**src/rtl/w_sched_ctrl.sv**
```systemverilog
// w_sched_ctrl: sequencer for the w64 message-schedule datapath. It issues word indices and
// realigns the delayed cur_w into a (w_valid, w_round, w_word) stream. Optional macro: WSCHED_BLK_COUNT_EN.
module w_sched_ctrl #(
    parameter int W_LENGTH = 64,
    parameter int PIPE_LAT = 3,
    localparam int IDX_W = $clog2(W_LENGTH)
) (
    input  logic             clock,
    input  logic             reset,
    input  logic             blk_valid,
    output logic             blk_ready,
    input  logic [511:0]     blk_data,
    output logic [511:0]     msg_vector,
    output logic             w_en,
    output logic [IDX_W-1:0] w_idx,
    output logic             w_idx_done,
    input  logic [31:0]      cur_w,
    output logic             w_valid,
    output logic [IDX_W-1:0] w_round,
    output logic [31:0]      w_word,
    output logic             block_done,
    output logic             busy,
    output logic [15:0]      blk_count
);
    localparam int CNT_W = $clog2(PIPE_LAT + 2);
    localparam logic [IDX_W-1:0] LAST_IDX   = IDX_W'(W_LENGTH - 1);
    localparam logic [IDX_W-1:0] IDX_ONE    = IDX_W'(1);
    localparam logic [CNT_W-1:0] CNT_ONE    = CNT_W'(1);
    localparam logic [CNT_W-1:0] DRAIN_LAST = CNT_W'(PIPE_LAT - 1);
    localparam logic [CNT_W-1:0] GAP_LAST   = CNT_W'(PIPE_LAT);

    typedef enum logic [1:0] {IDLE, ISSUE, DRAIN, GAP} state_t;

    state_t           state_q, state_d;
    logic [IDX_W-1:0] idx_q, idx_d;
    logic [CNT_W-1:0] cnt_q, cnt_d;
    logic             accept;
    logic             issue;
    logic             vld_p [PIPE_LAT];
    logic [IDX_W-1:0] idx_p [PIPE_LAT];

    assign accept = blk_valid && blk_ready;
    assign w_idx  = idx_q;

    always_ff @(posedge clock or posedge reset) begin
        if (reset) begin
            state_q <= IDLE;
            idx_q   <= '0;
            cnt_q   <= '0;
        end else begin
            state_q <= state_d;
            idx_q   <= idx_d;
            cnt_q   <= cnt_d;
        end
    end

    // DRAIN covers the datapath latency; GAP lets its delayed complete flag and w_vector clear.
    always_comb begin
        state_d = state_q;
        idx_d   = idx_q;
        cnt_d   = cnt_q;
        unique case (state_q)
            IDLE: begin
                if (accept) begin
                    state_d = ISSUE;
                    idx_d   = '0;
                end
            end
            ISSUE: begin
                if (idx_q == LAST_IDX) begin
                    state_d = DRAIN;
                    cnt_d   = '0;
                end else begin
                    idx_d = idx_q + IDX_ONE;
                end
            end
            DRAIN: begin
                if (cnt_q == DRAIN_LAST) begin
                    state_d = GAP;
                    cnt_d   = '0;
                end else begin
                    cnt_d = cnt_q + CNT_ONE;
                end
            end
            GAP: begin
                if (cnt_q == GAP_LAST) begin
                    state_d = IDLE;
                    cnt_d   = '0;
                end else begin
                    cnt_d = cnt_q + CNT_ONE;
                end
            end
            default: state_d = IDLE;
        endcase
    end

    always_comb begin
        blk_ready  = 1'b0;
        busy       = 1'b1;
        w_en       = 1'b0;
        w_idx_done = 1'b0;
        issue      = 1'b0;
        unique case (state_q)
            IDLE: begin
                blk_ready = 1'b1;
                busy      = 1'b0;
            end
            ISSUE: begin
                w_en  = 1'b1;
                issue = 1'b1;
            end
            DRAIN: begin
                w_en       = 1'b1;
                w_idx_done = 1'b1;
            end
            default: ;
        endcase
    end

    always_ff @(posedge clock or posedge reset) begin
        if (reset) begin
            msg_vector <= '0;
        end else if (accept) begin
            msg_vector <= blk_data;
        end
    end

    // Delay line p0..p(PIPE_LAT-1): an index issued in cycle t emerges in cycle t+PIPE_LAT.
    always_ff @(posedge clock or posedge reset) begin
        if (reset) begin
            for (int i = 0; i < PIPE_LAT; i++) begin
                vld_p[i] <= 1'b0;
                idx_p[i] <= '0;
            end
        end else begin
            vld_p[0] <= issue;
            idx_p[0] <= idx_q;
            for (int i = 1; i < PIPE_LAT; i++) begin
                vld_p[i] <= vld_p[i-1];
                idx_p[i] <= idx_p[i-1];
            end
        end
    end

    assign w_valid    = vld_p[PIPE_LAT-1];
    assign w_round    = idx_p[PIPE_LAT-1];
    assign w_word     = cur_w;
    assign block_done = w_valid && (w_round == LAST_IDX);

`ifdef WSCHED_BLK_COUNT_EN
    logic [15:0] blk_count_q;

    always_ff @(posedge clock or posedge reset) begin
        if (reset) begin
            blk_count_q <= 16'h0000;
        end else if (block_done) begin
            blk_count_q <= blk_count_q + 16'h0001;
        end
    end

    assign blk_count = blk_count_q;
`else
    assign blk_count = 16'h0000;
`endif

endmodule

```
**config.mk**
```make
export PLATFORM = sky130hd
export DESIGN_NAME = w_sched_ctrl
export DESIGN_NICKNAME = d
export VERILOG_FILES = /design/src/rtl/w_sched_ctrl.sv
export SDC_FILE = /design/constraint.sdc
export NUM_CORES = 1
export LEC_CHECK = 0
export ABC_AREA = 1
export BUFFER_PORTS_ARGS = -buffer_cell sky130_fd_sc_hd__clkbuf_2
export CORE_AREA = 8 8 430 432
export CTS_BUF_LIST = sky130_fd_sc_hd__clkbuf_2
export CTS_CLUSTER_SIZE = 10
export DETAILED_ROUTE_END_ITERATION = 16
export DIE_AREA = 0 0 438 440
export PLACE_DENSITY_LB_ADDON = 0.25
export REMOVE_ABC_BUFFERS = 1
export SLEW_MARGIN = 20
export SYNTH_ARGS = -nofsm -noshare
export SYNTH_HDL_FRONTEND = slang
export SYNTH_SLANG_ARGS = --single-unit
```
**constraint.sdc**
```tcl
create_clock -name clock -period 26.1 [get_ports clock]
set_input_delay 6.525 -clock clock [delete_from_list [all_inputs] [get_ports clock]]
set_output_delay 6.525 -clock clock [all_outputs]
set_load 0.05 [all_outputs]
```
==> results of run 1 <==
==> layer usage <==
metal	share of wire, %	up-vias
met5	0.62	-
met4	3.0	10
met3	15	217
met2	45	776
met1	36	7691
li1	-	6691
==> cell type report <==
class	count	area [sq um]	share of cell area, %
sequential	544	13600	45.7
multi-input combinational	604	6260	21.0
timing repair buffer	1057	5350	18.0
tap	2355	2950	9.89
clock buffer	237	1190	3.98
clock inverter	56	293	0.983
inverter	16	67.6	0.227
antenna	26	65.1	0.218
==> flip-flops by register name, summed over array words and instances, names as in the netlist <==
register / cells
w_valid: 1
vld_p: 2
cnt_q: 3
state_q: 2
w_idx: 6
idx_p: 12
msg_vector: 512
w_round: 6
==> final timing paths <==
path	from	to	slack, ns	depth (start not counted)
setup / recovery	cur_w[24]	w_word[24]	13.01	0
hold / removal	idx_p[10]	w_round[4]	0.28	0
setup reg to reg	state_q[0]	msg_vector[495]	21.58	7
hold reg to reg	idx_p[10]	w_round[4]	0.28	0
max in group asynchronous	reset	msg_vector[258]	17.53	6
min in group asynchronous	reset	idx_p[17]	5.15	2
==> per-stage QoR <==
| step | util (%) | cell area (sq um) | power, mW | hold WS [ns] | setup WS (ns) |
|---|---|---|---|---|---|
| finish | 16.8 | 29800 | 5.10 | 0.281 | 13.01 |
| detailed placement | 15.9 | 28200 | 4.48 | 0.336 | 13.03 |
| global placement | 15.9 | 28200 | 4.47 | 0.332 | 13.03 |
| CTS | 16.7 | 29700 | 5.22 | 0.309 | 13.03 |
| floorplan | - | 19900 | 3.68 | 0.331 | 4.37 |
| global route | 16.8 | 29800 | 5.39 | 0.348 | 13.03 |
==> logic make-up after synthesis <==
kind of cell / share of synthesized area, %
other: 0.0179
AO/OA/AOI/OAI: 0.329
adder cells (fa/ha/maj): 0.599
flip-flops: 65.2
buffers and inverters: 5.20
multiplexers: 27.6
AND/OR/NAND/NOR: 1.10
==> power groups by stage <==
stage | sequential (mW) | combinational, mW | clock (mW)
2_1_floorplan | 2.92 | 0.756 | 0
3_3_place_gp | 1.51 | 2.96 | 0
3_5_place_dp | 1.52 | 2.96 | 0
4_1_cts | 1.51 | 2.96 | 0.752
5_1_grt | 1.56 | 3.04 | 0.789
6_report | 1.51 | 2.91 | 0.688
==> placed cells by master, fill, tap and decap left out, types with 9 or more instances in the layout <==
cell type | Yosys | routed
clkbuf_2 | 0 | 1281
nand2_1 | 32 | 32
conb_1 | 1 | 16
dfrtp_1 | 544 | 544
buf_4 | 54 | 11
diode_2 | 0 | 26
ha_1 | 10 | 10
mux2_2 | 512 | 512
inv_1 | 16 | 15
clkinv_2 | 0 | 10
clkinv_1 | 0 | 35
nand3_1 | 12 | 12
o21ai_0 | 9 | 9
==> metrics.cfg, run 1 <==
[drt]
drtAntennaViolNets = 0
first_iter_violations = 672
vias = 15400
drt-total-wl_mm = 123
drc = 0
wl_per_cell_microns = 25.1
viasPerCell = 3.14
dr.pass1.iters = 4

[logic_synthesis]
synth_seq_area_share_pct = 65.2
synth_seq_cells = 544
async_flop_share_pct = 100
synth_cell_types = 18
synthTopCellsByArea = dfrtp_1 (65%), mux2_2 (28%), buf_6 (2.9%), buf_4 (1.9%), ha_1 (0.60%)
synth_top_area_share_pct = 65.2
synth_ff_type = dfrtp_1
synth_cells = 1261
ys_top_cells_by_count = dfrtp_1 (544), mux2_2 (512), buf_4 (54), buf_6 (53), nand2_1 (32)
ys.warnings.count = 0
avgSynthCellArea_sq_um = 16.6
yosys.area.top_type = dfrtp_1
synth_most_common_cell = dfrtp_1
synth_enable_flop_cells = 0
synthesis.area_sq_um = 20900

[sta]
worst_pin_slew_ns = 1.04
post-route-min-period_ns = 13.09
relSlewSlack_pct = 30.8
fmax_mhz = 76.4
finalCritPeriodShare_pct = 50.1
final_max_slew_viol_count = 0
hold_viol = 0
setup_tns_ns = 0
rsz0062_at_grt = false
finalSetupViolations = 0
finClkSkew_ns = 0.119

[final_layout]
fillers = 20100
stdcell_count = 4895
drive_above_1_share_pct = 72.9
area.growth.synth_to_final_pct = 42.5
layout.nets = 2949

[cts]
clk_path_buf_depth = 3
clkSlewWorstSetupHoldPaths_ns = 0.10
cts_setup_buffers = 0
post_cts_resized = 0
htree_levels = 4
hold_buffers = 0
worst_skew_pair.late_latency_ns = 1.53
cts_buffers = 169
cts_tree = yes
clkSinkCount = 544
cts_root_buffer = clkbuf_2

[power]
p_sw_share_pct = 56.3
pwr-share-clk_pct = 13.5
p_sw_mw = 2.87
leakage_nw = 14.5
combPwrFrac_pct = 57.0
internal_power_mw = 2.23
power_frac_seq_pct = 29.5
vdd_drop_max_uv = 103
power.density_nw_per_um2 = 171

[die]
placementRows = 155
die_area_sq_um = 193000
pin_count = 1125
die_w_microns = 438
core_area_sq_um = 178000
fp.dieH_microns = 440
start_util_pct = 11.8

[global_routing]
grt_util_met2_pct = 18.6
overflow = 0
antenna_found_initial = 56
busiest_layer = met2
met3_usage_pct = 8.81
grt_max_degree = 138
gr-usage-met1_pct = 12.9
grt_pass1_vias = 16600
track_usage_pct = 12.2
grt_pass1_wl_mm = 158

[worst_setup_path]
required_ns = 19.58
cp-start-kind = input port
end_kind = output port
crit_arrival_ns = 6.56
crit_type = input port to output port
cp_max_fo = 1

[job]
drv_cap = 0

[placement]
place.port_buffers = 1044
dp_hpwl_mm = 102
place_inst = 4576
routabilityCongestion = 0.831

[worst_hold_path]
hp-class = flip-flop to flip-flop

[run_status]
status = finished, final reports clean

Power figures use the tool's default switching activity.
==> run 2: changes to the inputs <==
CORE_AREA = 8 8 437 439   (was 8 8 430 432)
DIE_AREA = 0 0 445 447   (was 0 0 438 440)
clock period = 12 ns   (was 26.1 ns; I/O delays follow)
==> run 2 against run 1 <==
  * Register-to-register slack worse by 13 ns
  * Sequential power increased by 120%
  * Highest routed layer unchanged
  * Worst hold slack gained 0.066 ns
  * Sequential share of layout area is 0.26 points lower
  * Global-route usage decreased by 1.1 points
  * Final cell count is 2.4% higher
  * First-iteration DRC count rose by 1.9%
==> metrics.cfg, run 2 (synthesis gave the netlist of run 1 again) <==
[final_layout]
area.growth.synth_to_final_pct = 43.4
final_common_cell = clkbuf_2
top_register = msg_vector
largest_reg_flops = 512
final_cell_mix = clkbuf_2 (1284), dfrtp_1 (544), mux2_2 (512), clkinv_1 (34), nand2_1 (32)
drive_above_1_share_pct = 72.9
reg.largest.list = msg_vector (512), idx_p (12)
layout.nets = 2946

[global_routing]
grt_max_degree = 147
grt_pass1_wl_mm = 151
overflow = 0
grt_pass1_vias = 16400
track_usage_pct = 11.2
antenna_found_initial = 58

[worst_hold_path]
hp-class = flip-flop to flip-flop
min_from = idx_p[10]
hold_depth = 0
holdPathEnd = w_round[4]

[die]
fp.dieH_microns = 447
die_w_microns = 445
die_area_sq_um = 199000
pin_count = 1125
placementRows = 158
start_util_pct = 11.3
core_area_sq_um = 184000

[sta]
hold_viol = 0
rsz0062_at_grt = false
relSlewSlack_pct = 27.9
finalCritPeriodShare_pct = 50.3
hold_ws_ns = 0.347
fmax_mhz = 166
finalSetupViolations = 0
finalWorstSetupSlack_ns = 5.96
post-route-min-period_ns = 6.04
finClkSkew_ns = 0.117
final_max_slew_viol_count = 0
setup_tns_ns = 0
worst_pin_slew_ns = 1.08

[worst_setup_path]
rr_startpoint = state_q[0]
cp-start-kind = input port
end_kind = output port
required_ns = 9.00
reg2reg_to = msg_vector[223]
crit_arrival_ns = 3.04
ff2ff_setup_slack_ns = 8.37
reg2reg_depth = 6
crit_type = input port to output port
cp_max_fo = 1

[run_status]
status = finished, final reports clean

[placement]
place.port_buffers = 1044
detailedPlace.worstSlack_ns = 5.98
dp_hpwl_mm = 94.9
routabilityCongestion = 0.815

[cts]
clkSlewWorstSetupHoldPaths_ns = 0.09
cts_setup_buffers = 0
cts_tree = yes
worst_skew_pair.late_latency_ns = 1.52
htree_levels = 4
cts_root_buffer = clkbuf_2
clk_path_buf_depth = 3
hold_buffers = 0
post_cts_resized = 0
cts_buffers = 169
clkSinkCount = 544

[drt]
vias = 15200
viasPerCell = 3.03
drtAntennaViolNets = 0
wl_per_cell_microns = 23.1
dr.pass1.iters = 6
first_iter_violations = 685
drt-total-wl_mm = 116
drc = 0

[job]
drv_cap = 0

[power]
power.density_nw_per_um2 = 367
vdd_drop_max_uv = 288
leakage_nw = 14.5

[run 2: cell count changes in the layout (fill, tap and decap cells not counted), sizes merged]
| cell | change |
|---|---|
| clkinv | -8 |
| buf | -3 |
| clkbuf | +3 |
| clkinvlp | +3 |
| diode | -2 |
| bufinv | +1 |
[run 2: metal layers]
metal / global-route usage (%) / up-vias / routed length, microns
li1: - / 6673 / -
met1: 12.3 / 7574 / 42300
met2: 17.8 / 705 / 54800
met3: 7.08 / 219 / 16000
met4: 3.31 / 4 / 2880
met5: 0 / - / 22
[run 2: how the worst max path moves through the flow]
stage	startpoint	endpoint	slack, ns	cells past startpoint
6_report	cur_w[29]	w_word[29]	5.96	0
5_1_grt	state_q[0]	busy	5.71	4
3_5_place_dp	cur_w[1]	w_word[1]	5.98	0
4_1_cts	state_q[0]	busy	5.69	4
2_1_floorplan	reset	cnt_q[0]	-6.21	1
3_3_place_gp	cur_w[1]	w_word[1]	5.98	0
[run 2: metrics by stage]
step                instances  power [mW]  area [sq um]  utilization [%]
floorplan                1164        8.01         19900                -
global placement         4698        9.63         28400             15.4
detailed placement       4698        9.66         28400             15.4
CTS                      4990        11.3         29900             16.2
global route             5004        11.7         29900             16.2
finish                   5014        11.0         30000             16.3
[run 2: area by class of cell]
type | instances | area (sq um)
fillers | 20900 | 154000
flip-flops and latches | 544 | 13600
multi-input cells | 604 | 6260
repair buffers | 1054 | 5350
well taps | 2480 | 3100
clock buffers | 240 | 1200
clock inverters | 52 | 295
inverters | 16 | 67.6
diodes | 24 | 60.1
[run 2: where the power goes]
group | leakage [nW] | internal, mW | switching [mW]
logic | 6.88 | 1.54 | 4.68
registers | 6.45 | 2.74 | 0.519
clock network | 1.13 | 0.587 | 0.931
total | 14.5 | 4.87 | 6.13
